$ cat src/rtl/dmem_arb_pkg.sv
// Shared types for the MEM-stage data-memory arbiter: FSM states and lane indices.
package dmem_arb_pkg;

    typedef enum logic [1:0] {
        IDLE = 2'd0,
        L0   = 2'd1,
        L1   = 2'd2,
        DONE = 2'd3
    } arb_state_e;

    localparam logic LANE0 = 1'b0;
    localparam logic LANE1 = 1'b1;

endpackage

$ cat src/rtl/dmem_arbiter_sat_counter.sv
// Increment-enable counter that sticks at all-ones instead of wrapping.
module sat_counter #(
    parameter int unsigned W = 16
) (
    input  logic         clk,
    input  logic         reset,
    input  logic         inc,
    output logic [W-1:0] count
);

    logic [W-1:0] count_q, count_d;

    always_comb begin
        count_d = count_q;
        if (inc && (count_q != '1)) begin
            count_d = count_q + 1'b1;
        end
    end

    always_ff @(posedge clk or negedge reset) begin
        if (!reset) begin
            count_q <= '0;
        end else begin
            count_q <= count_d;
        end
    end

    assign count = count_q;

endmodule

$ cat src/rtl/dmem_arbiter.sv
// Serialises the two MEM-stage lanes onto one req/ack data-memory port, lane 0 first,
// holding both lanes stalled until the pair completes.
module dmem_arbiter
    import dmem_arb_pkg::*;
#(
    parameter int unsigned AW   = 32,
    parameter int unsigned DW   = 32,
    parameter int unsigned CNTW = 16
) (
    input  logic            clk,
    input  logic            reset,
    input  logic            rd0,
    input  logic            rd1,
    input  logic            wr0,
    input  logic            wr1,
    input  logic [AW-1:0]   addr0,
    input  logic [AW-1:0]   addr1,
    input  logic [DW-1:0]   wdata0,
    input  logic [DW-1:0]   wdata1,
    output logic            mem_req,
    output logic            mem_we,
    output logic [AW-1:0]   mem_addr,
    output logic [DW-1:0]   mem_wdata,
    input  logic [DW-1:0]   mem_rdata,
    input  logic            mem_ack,
    output logic            stall_mem,
    output logic [DW-1:0]   rdata0,
    output logic [DW-1:0]   rdata1,
    output logic [CNTW-1:0] conflict_cnt
);

    arb_state_e    state_q, state_d;
    logic          v0, v1;
    logic          busy;
    logic          lane;
    logic          cap0, cap1;
    logic          conflict_inc;
    logic [DW-1:0] rdata0_q, rdata1_q;

    assign v0 = rd0 | wr0;
    assign v1 = rd1 | wr1;

    // State register
    always_ff @(posedge clk or negedge reset) begin
        if (!reset) begin
            state_q <= IDLE;
        end else begin
            state_q <= state_d;
        end
    end

    // Next-state logic
    always_comb begin
        state_d = state_q;
        unique case (state_q)
            IDLE: begin
                if (v0) begin
                    state_d = L0;
                end else if (v1) begin
                    state_d = L1;
                end
            end
            L0: begin
                if (mem_ack) begin
                    state_d = v1 ? L1 : DONE;
                end
            end
            L1: begin
                if (mem_ack) begin
                    state_d = DONE;
                end
            end
            DONE:    state_d = IDLE;
            default: state_d = IDLE;
        endcase
    end

    // Output logic: memory port muxed from the lane currently served
    always_comb begin
        busy      = (state_q == L0) || (state_q == L1);
        lane      = (state_q == L1) ? LANE1 : LANE0;
        mem_req   = busy;
        mem_we    = 1'b0;
        mem_addr  = '0;
        mem_wdata = '0;
        if (busy) begin
            unique case (lane)
                LANE0: begin
                    mem_we    = wr0;
                    mem_addr  = addr0;
                    mem_wdata = wdata0;
                end
                LANE1: begin
                    mem_we    = wr1;
                    mem_addr  = addr1;
                    mem_wdata = wdata1;
                end
                default: begin
                    mem_we    = 1'b0;
                    mem_addr  = '0;
                    mem_wdata = '0;
                end
            endcase
        end
        // Drops in DONE so the pipeline advances on the edge that leaves it
        stall_mem = (v0 | v1) && (state_q != DONE);
    end

    // A lane with both rd and wr set is a store: no read-data capture
    assign cap0 = (state_q == L0) && mem_ack && rd0 && !wr0;
    assign cap1 = (state_q == L1) && mem_ack && rd1 && !wr1;

    always_ff @(posedge clk or negedge reset) begin
        if (!reset) begin
            rdata0_q <= '0;
            rdata1_q <= '0;
        end else begin
            if (cap0) begin
                rdata0_q <= mem_rdata;
            end
            if (cap1) begin
                rdata1_q <= mem_rdata;
            end
        end
    end

    assign rdata0 = rdata0_q;
    assign rdata1 = rdata1_q;

    assign conflict_inc = (state_q == IDLE) && v0 && v1;

    sat_counter #(
        .W(CNTW)
    ) u_conflict_cnt (
        .clk  (clk),
        .reset(reset),
        .inc  (conflict_inc),
        .count(conflict_cnt)
    );

endmodule

$ cat config.mk
export PLATFORM = sky130hd
export DESIGN_NAME = dmem_arbiter
export DESIGN_NICKNAME = d
export VERILOG_FILES = /design/src/rtl/dmem_arb_pkg.sv /design/src/rtl/dmem_arbiter_sat_counter.sv /design/src/rtl/dmem_arbiter.sv
export SDC_FILE = /design/constraint.sdc
export NUM_CORES = 1
export LEC_CHECK = 0
export CAP_MARGIN = 20
export CORE_AREA = 3 3 122 124
export CTS_BUF_LIST = sky130_fd_sc_hd__clkbuf_8
export DETAILED_ROUTE_END_ITERATION = 6
export DIE_AREA = 0 0 125 127
export PLACE_DENSITY_LB_ADDON = 0.2
export SLEW_MARGIN = 20
export SYNTH_ARGS = -nofsm -noshare
export SYNTH_HDL_FRONTEND = slang
export SYNTH_SLANG_ARGS = --single-unit
$ cat constraint.sdc
create_clock -name clk -period 2.51 [get_ports clk]
set_input_delay 0.502 -clock clk [delete_from_list [all_inputs] [get_ports clk]]
set_output_delay 0.502 -clock clk [all_outputs]
set_load 0.02 [all_outputs]
==> results of run 1 <==
==> flip-flops by register name, indices dropped and copies added (netlist names) <==
signal and flops:
rdata0 32, rdata1 32, state_q 2, u_conflict_cnt.count 16
==> kinds of logic after synthesis <==
| group | after synthesis | synth area share |
|---|---|---|
| AO/OA/AOI/OAI | 16 | 0.0227 |
| XOR/XNOR | 10 | 0.0194 |
| adder cells (fa/ha/maj) | 6 | 0.0166 |
| buffers and inverters | 26 | 0.0235 |
| flip-flops | 82 | 0.454 |
| multiplexers | 132 | 0.311 |
| AND/OR/NAND/NOR | 106 | 0.153 |
==> how the worst max path moves through the flow <==
stage               start             to  slack [ns]
4_1_cts        state_q[1]  mem_wdata[20]       -0.05
3_5_place_dp   state_q[1]  mem_wdata[20]        0.05
2_1_floorplan  state_q[0]    mem_addr[0]        0.29
6_report       state_q[0]   mem_wdata[4]        0.11
5_1_grt        state_q[1]   mem_wdata[7]        0.02
3_3_place_gp          rd1      stall_mem        0.11
==> metrics by stage <==
step | hold WS (ns) | setup TNS [ns] | cells
floorplan | 0.206 | 0 | 378
global placement | 0.461 | 0 | 864
detailed placement | 0.467 | 0 | 864
CTS | 0.0844 | -0.0963 | 882
global route | 0.0995 | 0 | 886
finish | 0.0869 | 0 | 886
==> area by class of cell <==
class,count,area (sq um)
clock buffer,10,138
clock inverter,6,65.1
fill,1171,5850
inverter,5,18.8
multi-input combinational,270,2390
sequential,82,2050
tap,180,225
timing repair buffer,333,3140
==> worst max-delay path, stage by stage, from the launching register on <==
cell,delay [ns]
dfrtp_1,0.37
inv_2,0.06
buf_4,0.14
ha_4,0.29
clkbuf_16,0.20
nor2b_1,0.18
clkdlybuf4s15_2,0.30
==> where the power goes <==
part           internal, uW  switching, uW  leakage (uW)
logic                  3320           3560       0.00236
clock network           491            467      0.000108
registers              1890            326       0.00101
total                  5700           4350       0.00347
==> layout by cell type (no fill, tap or decap), types with 3 or more instances in the layout <==
cell / n
mux2_2: 66
nor3_1: 5
nand2_1: 6
dlygate4sd2_1: 3
nor4_1: 3
buf_2: 15
clkdlybuf4s15_2: 6
clkdlybuf4s50_1: 246
a21oi_1: 6
clkdlybuf4s15_1: 4
ha_1: 4
nor2b_1: 65
nand3_1: 4
buf_12: 6
clkbuf_2: 38
xor2_1: 9
o21ai_0: 4
dfrtp_1: 81
mux2i_1: 64
nand4_1: 3
inv_1: 5
clkbuf_8: 10
buf_4: 13
nor2_1: 7
==> routing by layer <==
layer | up-vias | routed length [um] | global-route usage
li1 | 1970 | - | -
met1 | 1969 | 5570 | 0.189
met3 | 24 | 1060 | 0.0535
met4 | 0 | 433 | 0.0682
met5 | - | 0 | 0
met2 | 165 | 8400 | 0.359
==> what timing repair did <==
action	in CTS	in global routing
pin swaps	0	1
endpoints found under the setup margin	66	57
resized for setup	138	71
cloned	1	1
setup buffers	1	3
==> out/results.ini, run 1 <==
[route]
via_per_inst = 4.66
drtPass1Iterations = 4
wl_um = 15500
drt_iter0_markers = 120
remaining_drc_errors = 0
wl_per_cell_um = 17.5
vias = 4128
final_antenna_net_count = 0

[yosys]
synth_fp_nets = 551
ys_top_cells_by_area = dfrtp_1 (45%), mux2_2 (16%), mux2i_1 (15%), nor2b_1 (9.0%), xor2_1 (1.7%)
synth_top_flop_cell = dfrtp_1
syn_inst = 378
synth_seq_cells = 82
synth_common_cells = dfrtp_1 (82), mux2_2 (66), mux2i_1 (66)
yosysMostFrequentCell = dfrtp_1
synth_cell_types = 33
synth.top_cell.area_share = 0.454
avgSynthCellArea_sq_um = 11.9
seq_area_frac_synth = 0.454
async_flop_share = 1.00
synth_largest_area_cell = dfrtp_1
synth_area_sq_um = 4520
synth-edff-count = 0
ys.warnings.count = 0

[final_layout]
finalNetCount = 874
design_area_sq_um = 8030
final_util = 0.578
layout-drive-gt1-share = 0.248
area_growth_pct = 77.7
n_antenna_cell = 0

[timing]
max_freq_ghz = 0.417
period_needed_ns = 2.40
rsz0062_at_grt = no
worstMarginPinSlew_ns = 0.541
clock_skew_ns = 0.00890
setup_viol = 0
slew_headroom = 0.636
finalWorstSetupSlack_ns = 0.111
post-route-period-util = 0.956
finalHoldViolations = 0
slew_violations = 0

[clock_tree]
htreeDepth = 3
cts_buffers = 9
clock_latency_ns = 0.34
cts_tree = yes
clock_path_buffers = 2
ctsRootBufferMaster = clkbuf_8
cts.sinks = 82
clk_pin_slew_worst_paths_ns = 0.08
hold_buffers = 0

[place]
hpwlAfterDp_um = 12400
place.gp.congestion = 0.822
place_area_sq_um = 7980
port-buffer-count = 313
pre_cts_slack_ns = 0.0461

[grt]
grt_pass1_wl_um = 23700
groute.usage.overall = 0.186
antenna_found_initial = 0
grt_max_degree = 68
grt_pass1_vias = 4518
grt-ovfl-total = 0

[pwr]
leakagePower_uw = 0.00347
vdd_ir_drop_max_v = 0.000699
powerDensity_nw_per_um2 = 1250
finalPower_uw = 10100

[setup_path]
end_kind = output port
worstRegToRegCells = 6
rrSetupSlack_ns = 0.63
r2r-start = state_q[1]
worstPathRequired_ns = 2.01
crit_type = reg2out
regToRegEndpoint = rdata1[4]
start_kind = flop
arrival_ns = 1.90
worstPathMaxFanout = 33

[floorplanning]
die_h_um = 127
ioPinCount = 314
initial_core_util = 0.325
die_w_um = 125
fp.coreArea_sq_um = 13900
dieArea_sq_um = 15900
num_rows = 43

[outcome]
status = finished, final reports clean

[run]
cap_violations = 0

[min_path]
min_path_type = in2async

(Power assumes the default switching activity.)
==> run 2, diff against run 1 <==
TNS_END_PERCENT = 10   (was unset)
==> run 2 against run 1 <==
Effect of this change:
- total power is 0.50% higher
- clock-buffer cell count unchanged
- maximum frequency decreased by 1.3%
- clock power about the same
- critical endpoint is now mem_addr[23]
- highest routed layer unchanged
==> out/results.ini, run 2 (synthesized netlist as in run 1, its figures left out) <==
[setup_path]
regToRegEndpoint = u_conflict_cnt.count[14]  ; was rdata1[4]
critical_path.slowest_cell = dfrtp_1  ; unchanged
arrival_ns = 1.93  ; was 1.90 ns
path_buf_inv = 3  ; was 4
path_cells = inv_2, ha_4, buf_12, mux2i_1, nor2b_1, clkdlybuf4s15_1  ; was inv_2, buf_4, ha_4, clkbuf_16, nor2b_1, clkdlybuf4s15_2
end_kind = output port  ; unchanged
worstPathMaxFanout = 30  ; was 33
rrSetupSlack_ns = 0.64  ; was 0.63 ns
worstPathRequired_ns = 2.01  ; about the same
start_kind = flop  ; unchanged
endpoint = mem_addr[23]  ; was mem_wdata[4]
cp_slowest_stage_delay_ns = 0.39  ; was 0.37 ns
cp_num_cells = 6  ; unchanged
r2r-start = state_q[1]  ; unchanged
crit_family = buffers and inverters  ; unchanged
startpoint = state_q[0]  ; unchanged
worstRegToRegCells = 6  ; unchanged
crit_type = reg2out  ; unchanged

[grt]
antenna_found_initial = 0  ; unchanged
grt_pass1_vias = 4512  ; was 4,518
grt_pass1_wl_um = 23500  ; was 23,700 um
grt-ovfl-total = 0  ; unchanged
groute.usage.overall = 0.185  ; was 0.186
grt_max_degree = 68  ; unchanged

[timing]
max_freq_ghz = 0.412  ; was 0.417 GHz
slew_headroom = 0.636  ; unchanged
clock_skew_ns = 0.00911  ; was 0.00890 ns
period_needed_ns = 2.43  ; was 2.40 ns
setup_viol = 0  ; unchanged
slew_violations = 0  ; unchanged
post-route-period-util = 0.968  ; was 0.956
finalHoldViolations = 0  ; unchanged
worstMarginPinSlew_ns = 0.541  ; about the same
rsz0062_at_grt = yes  ; was no

[route]
drtPass1Iterations = 4  ; unchanged
drt_iter0_markers = 130  ; was 120
wl_met1_um = 5510  ; was 5570 um
top_layer_used = met4  ; unchanged
met3_length_um = 1100  ; was 1060 um
vias = 4108  ; was 4,128
via_per_inst = 4.66  ; about the same
final_antenna_net_count = 0  ; unchanged
routed-wl-met2_um = 8230  ; was 8400 um
wl_per_cell_um = 17.4  ; was 17.5 um
wl_um = 15300  ; was 15,500 um
remaining_drc_errors = 0  ; unchanged

[floorplanning]
die_w_um = 125  ; unchanged
die_h_um = 127  ; unchanged
num_rows = 43  ; unchanged
initial_core_util = 0.325  ; unchanged
dieArea_sq_um = 15900  ; unchanged
fp.coreArea_sq_um = 13900  ; unchanged
ioPinCount = 314  ; unchanged

[place]
port-buffer-count = 313  ; unchanged
place.gp.congestion = 0.822  ; unchanged
dp.cells = 864  ; unchanged
place_area_sq_um = 7980  ; unchanged
hpwlAfterDp_um = 12400  ; unchanged

[final_layout]
design_area_sq_um = 8130  ; was 8030 sq um
mostFrequentLayoutCells = clkdlybuf4s50_1 (246), dfrtp_1 (81), mux2_2 (66)  ; unchanged
layout_commonest_cell = clkdlybuf4s50_1  ; unchanged
finalNetCount = 869  ; was 874
n_antenna_cell = 0  ; unchanged
fin_cells = 881  ; was 886
area_growth_pct = 80.0  ; was 77.7%
layout-drive-gt1-share = 0.205  ; was 0.248

[clock_tree]
htreeDepth = 3  ; unchanged
clk_pin_slew_worst_paths_ns = 0.08  ; about the same
clock_latency_ns = 0.34  ; about the same
clock_path_buffers = 2  ; unchanged
cts.sinks = 82  ; unchanged
cts_buffers = 9  ; unchanged
ctsRootBufferMaster = clkbuf_8  ; unchanged
cts_tree = yes  ; unchanged
hold_buffers = 0  ; unchanged

[pwr]
powerDensity_nw_per_um2 = 1240  ; was 1250 nW/um^2
leakagePower_uw = 0.00345  ; was 0.00347 uW
vdd_ir_drop_max_v = 0.000774  ; was 0.000699 V

[run]
cap_violations = 0  ; unchanged

[min_path]
min_path_type = in2async  ; unchanged

[outcome]
status = finished, final reports clean  ; unchanged

-- run 2: timing repair --
| item | 4_1_cts | 5_1_grt |
|---|---|---|
| pin swaps | 0 | 1 |
| gates resized for setup | 112 | 48 |
| setup endpoints to repair | 66 | 65 |
| buffers inserted | 0 | 0 |
| cloned | 0 | 1 |
-- run 2: final cells by class --
| type | instances | area (sq um) |
|---|---|---|
| Fill cell | 1164 | 5750 |
| Clock inverter | 6 | 65.1 |
| Clock buffer | 10 | 138 |
| Sequential cell | 82 | 2050 |
| Inverter | 5 | 18.8 |
| Multi-Input combinational cell | 270 | 2400 |
| Tap cell | 180 | 225 |
| Timing Repair Buffer | 328 | 3230 |
-- run 2: through the flow --
| step | setup TNS (ns) | power [uW] | setup WS [ns] | hold slack (ns) | utilization |
|---|---|---|---|---|---|
| after detailed placement | 0 | 9540 | 0.0461 | 0.467 | 0.575 |
| after global routing | -0.0281 | 10700 | -0.0211 | 0.0995 | 0.586 |
| after global placement | 0 | 9430 | 0.109 | 0.461 | 0.575 |
| final | 0 | 10100 | 0.0799 | 0.0852 | 0.586 |
| after CTS | -0.00911 | 10100 | -0.00911 | 0.0844 | 0.587 |
| after floorplan | 0 | 5980 | 0.292 | 0.206 | - |
-- run 2: where the power goes --
group	switching, uW	leakage [uW]	internal, uW
sequential	325	0.00101	1890
clock	468	0.000108	491
combinational	3550	0.00234	3380
-- run 2: how the worst min path moves through the flow --
stage | to | startpoint | depth (start not counted) | slack [ns]
floorplan | rdata0[0] | reset | 0 | 0.21
global placement | u_conflict_cnt.count[10] | reset | 1 | 0.46
detailed placement | u_conflict_cnt.count[9] | reset | 1 | 0.47
CTS | u_conflict_cnt.count[5] | reset | 1 | 0.08
global route | u_conflict_cnt.count[9] | reset | 1 | 0.1
finish | u_conflict_cnt.count[5] | reset | 1 | 0.09
-- run 2: per-layer routing --
metal | up-vias | track usage
li1 | 1960 | -
met1 | 1953 | 0.188
met2 | 169 | 0.356
met3 | 26 | 0.0548
met4 | 0 | 0.0682
met5 | - | 0
==> patch 1 (config.mk and constraints of run 2) <==
Encoding of `arb_state_e`: now one-hot (4 bits for 4 states).
--- a/src/rtl/dmem_arb_pkg.sv
+++ b/src/rtl/dmem_arb_pkg.sv
@@ -1,11 +1,11 @@
 // Shared types for the MEM-stage data-memory arbiter: FSM states and lane indices.
 package dmem_arb_pkg;
 
-    typedef enum logic [1:0] {
-        IDLE = 2'd0,
-        L0   = 2'd1,
-        L1   = 2'd2,
-        DONE = 2'd3
+    typedef enum logic [3:0] {
+        IDLE = 4'b0001,
+        L0   = 4'b0010,
+        L1   = 4'b0100,
+        DONE = 4'b1000
     } arb_state_e;
 
     localparam logic LANE0 = 1'b0;
Function: no difference found for any inputs over 10 cycles, from zero or initial values and one cycle with reset low; not proved beyond that.
==> patch 1 against run 2 <==
- sequential share of layout area rose by 2.6 points
- worst hold slack better by 0.047 ns
- sequential cell count up 2
- worst setup slack better by 0.0048 ns
- synthesized area is 9.7% lower
- wire length increased by 7.2%
- clock power is 14% higher
- power fell by 33%
- design area down 6.9%
==> patch 1: results <==
export IMPL_outcome="finished clean"
export IMPL_inv_count=1
export IMPL_avgSynthCellArea_um2=12.79
export IMPL_nets=808
export IMPL_cp_max_fo=28
export IMPL_antenna_found_initial=4
export IMPL_synthTopCellsByArea="dfrtp_1, mux2_2, a22o_1"
export IMPL_nFillCells=1209
export IMPL_synth_xor_area_share_pct=2.576
export IMPL_fin_skew_ns=0.009434
export IMPL_ys_seq_area_share_pct=51.55
export IMPL_final_cells=826
export IMPL_postCtsResizedCells=115
export IMPL_comb_power_share_pct=54.2
export IMPL_diodes=1
export IMPL_regArea_mm2=0.002107
export IMPL_cts_setup_buffers=4
export IMPL_grt_pass1_wl_mm=24.64
export IMPL_buffers=333
export IMPL_place_ws_ns=0.01775
export IMPL_worstMarginPinSlew_ns=0.5292
export IMPL_grt_pass1_vias=4161
export IMPL_layout_nonclk_buf_share_pct=40.94
export IMPL_multi_input_area_share_pct=25.08
export IMPL_cellInternalPower_mw=4.191
export IMPL_synth_compound_area_share_pct=16.41
export IMPL_worst_r2r_endpoint="u_conflict_cnt.count[15]"
export IMPL_synth_common_cells="dfrtp_1, a22o_1, mux2_2"
export IMPL_area_growth_pct=85.46
export IMPL_placed_area_mm2=0.007521
==> patch 1: cell types whose count changed in the layout (fill, tap and decap cells not counted), sizes merged, moves of 5 or more <==
cell                  run 2  this run
xnor2                     1         9
clkdlybuf4s15            33         4
mux2i                    66         0
nor2b                    65         0
a22o                      0        65
inv                       8         2
ha                        6         1
dlygate4sd2              12         0
buf                      15        42
clkbuf                   32        50
and3                      0         6
xor2                      9         3
==> patch 1: routing by layer <==
| layer | share of wire (%) | vias up | wire [um] | global-route usage (%) |
|---|---|---|---|---|
| li1 | - | 1874 | - | - |
| met1 | 42 | 1943 | 6818 | 26.68 |
| met2 | 47 | 192 | 7691 | 30.47 |
| met3 | 10 | 26 | 1649 | 8.152 |
| met4 | 1.3 | 8 | 221 | 3.954 |
| met5 | 0.23 | - | 37 | 0 |
==> patch 1: worst max-delay path, cell delays in order, from the launching register on <==
cell and delay [ns]:
dfstp_2 0.57, nand2b_4 0.15, nor3_4 0.05, buf_4 0.15, buf_12 0.16, a22o_1 0.18
clkdlybuf4s15_1 0.30
==> patch 2 (settings of run 2) <==
Without the edit above. Set the parameter `AW` to 16 (it was 32).
--- a/src/rtl/dmem_arbiter.sv
+++ b/src/rtl/dmem_arbiter.sv
@@ -3,7 +3,7 @@
 module dmem_arbiter
     import dmem_arb_pkg::*;
 #(
-    parameter int unsigned AW   = 32,
+    parameter int unsigned AW   = 16,
     parameter int unsigned DW   = 32,
     parameter int unsigned CNTW = 16
 ) (
Interface: changed (resized addr0, addr1 and mem_addr); port bits go from 314 to 266. The function was not compared with the original's and may differ.
==> patch 2 against run 2 <==
- via count down 11%
- worst setup slack lost 0.014 ns
- sequential share of layout area is 3.2 points higher
- power down 12%
- utilization is 6.7 points lower
- final cell count shrank 9.9%
- design area fell by 11%
- non-clock buffer count decreased by 49
- synthesized area is 5.8% lower
- sequential cell count unchanged
- synthesized cell count down 11%
- wire length down 14%
- first-iteration DRC count increased by 6.9%
- critical path type unchanged
- largest power group unchanged
==> patch 2: results <==
export IMPL_p_sw_mw=3.742
export IMPL_grt_pass1_vias=3927
export IMPL_drt_initial_drc_count=139
export IMPL_cpPeakStageDelay_ns=0.43
export IMPL_outcome="finished clean"
export IMPL_nets=750
export IMPL_yosysUniqueCellTypes=39
export IMPL_ys_seq_area_share_pct=48.22
export IMPL_layout_drive_gt1_share_pct=25.90
export IMPL_dp_hpwl_mm=10.36
export IMPL_netlist_instances=337
export IMPL_postCtsResizedCells=52
export IMPL_ir_worst_vdd_uv=621.6
export IMPL_grt_max_degree=58
export IMPL_synth_nets=478
export IMPL_io_buffers=265
export IMPL_clock_latency_ns=0.36
export IMPL_slew_headroom_pct=67.17
export IMPL_vias=3668
export IMPL_fin_skew_ns=0.01105
export IMPL_power_leakage_nw=3.090
export IMPL_synthTopCellsByArea="dfrtp_1, mux2_2, mux2i_1"
export IMPL_wire_per_inst_um=16.54
export IMPL_grt_pass1_wl_mm=20.82
export IMPL_placedCellCount=778
export IMPL_endpoint="mem_wdata[18]"
export IMPL_synth_common_cells="dfrtp_1, mux2_2, mux2i_1"
patch 2: cell type report:
cell class | instances | share of cell area [%]
flip-flops and latches | 82 | 28.47
multi-input cells | 235 | 29.55
well taps | 180 | 3.125
clock buffers | 10 | 1.910
repair buffers | 279 | 35.92
clock inverters | 6 | 0.9201
inverters | 2 | 0.1042
patch 2: power groups by stage:
stage          clock network (mW)  logic, mW  registers, mW
3_3_place_gp                    0       6.22           2.21
6_report                    0.974       5.65           2.22
2_1_floorplan                   0       2.52           2.91
5_1_grt                      1.06       6.05           2.31
4_1_cts                      1.01       5.87           2.22
3_5_place_dp                    0       6.23           2.25
patch 2: stage by stage:
stage                     area (um2)  utilization [%]  hold slack [ns]  setup slack [ns]
final                           7207            51.92          0.05816           0.06583
after global routing            7207            51.92          0.06275          -0.08553
after CTS                       7376            53.14          0.04764          -0.02892
after detailed placement        7227            52.06           0.4486            0.1278
after global placement          7227            52.06           0.4414            0.1017
after floorplan                 4255                -           0.2064            0.2803
patch 2: metal layers:
layer  global-route usage (%)  share of wire (%)  routed length [um]  vias up
met1                    17.82                 36                4750     1744
li1                         -                  -                   -     1737
met5                        0                  0                   0        -
met2                    28.79                 52                6810      175
met3                    7.274                 10                1376       12
met4                    4.847                1.5                 193        0
patch 2: logic make-up after synthesis:
group / count (synthesis) / share of synthesized area, %
xor+xnor: 15 / 3.087
fa+ha+maj: 6 / 1.764
simple gates: 89 / 13.70
compound gates: 10 / 1.970
buf+inv: 20 / 2.205
flops: 82 / 48.22
mux: 115 / 29.05
patch 2: worst max-delay path, delay by kind of cell (launching register included):
kind / cells / cell delay, ns
DFF: 1 / 0.43
and+or+nand+nor: 1 / 0.17
adders and majority gates: 1 / 0.33
buffers and inverters: 3 / 0.65
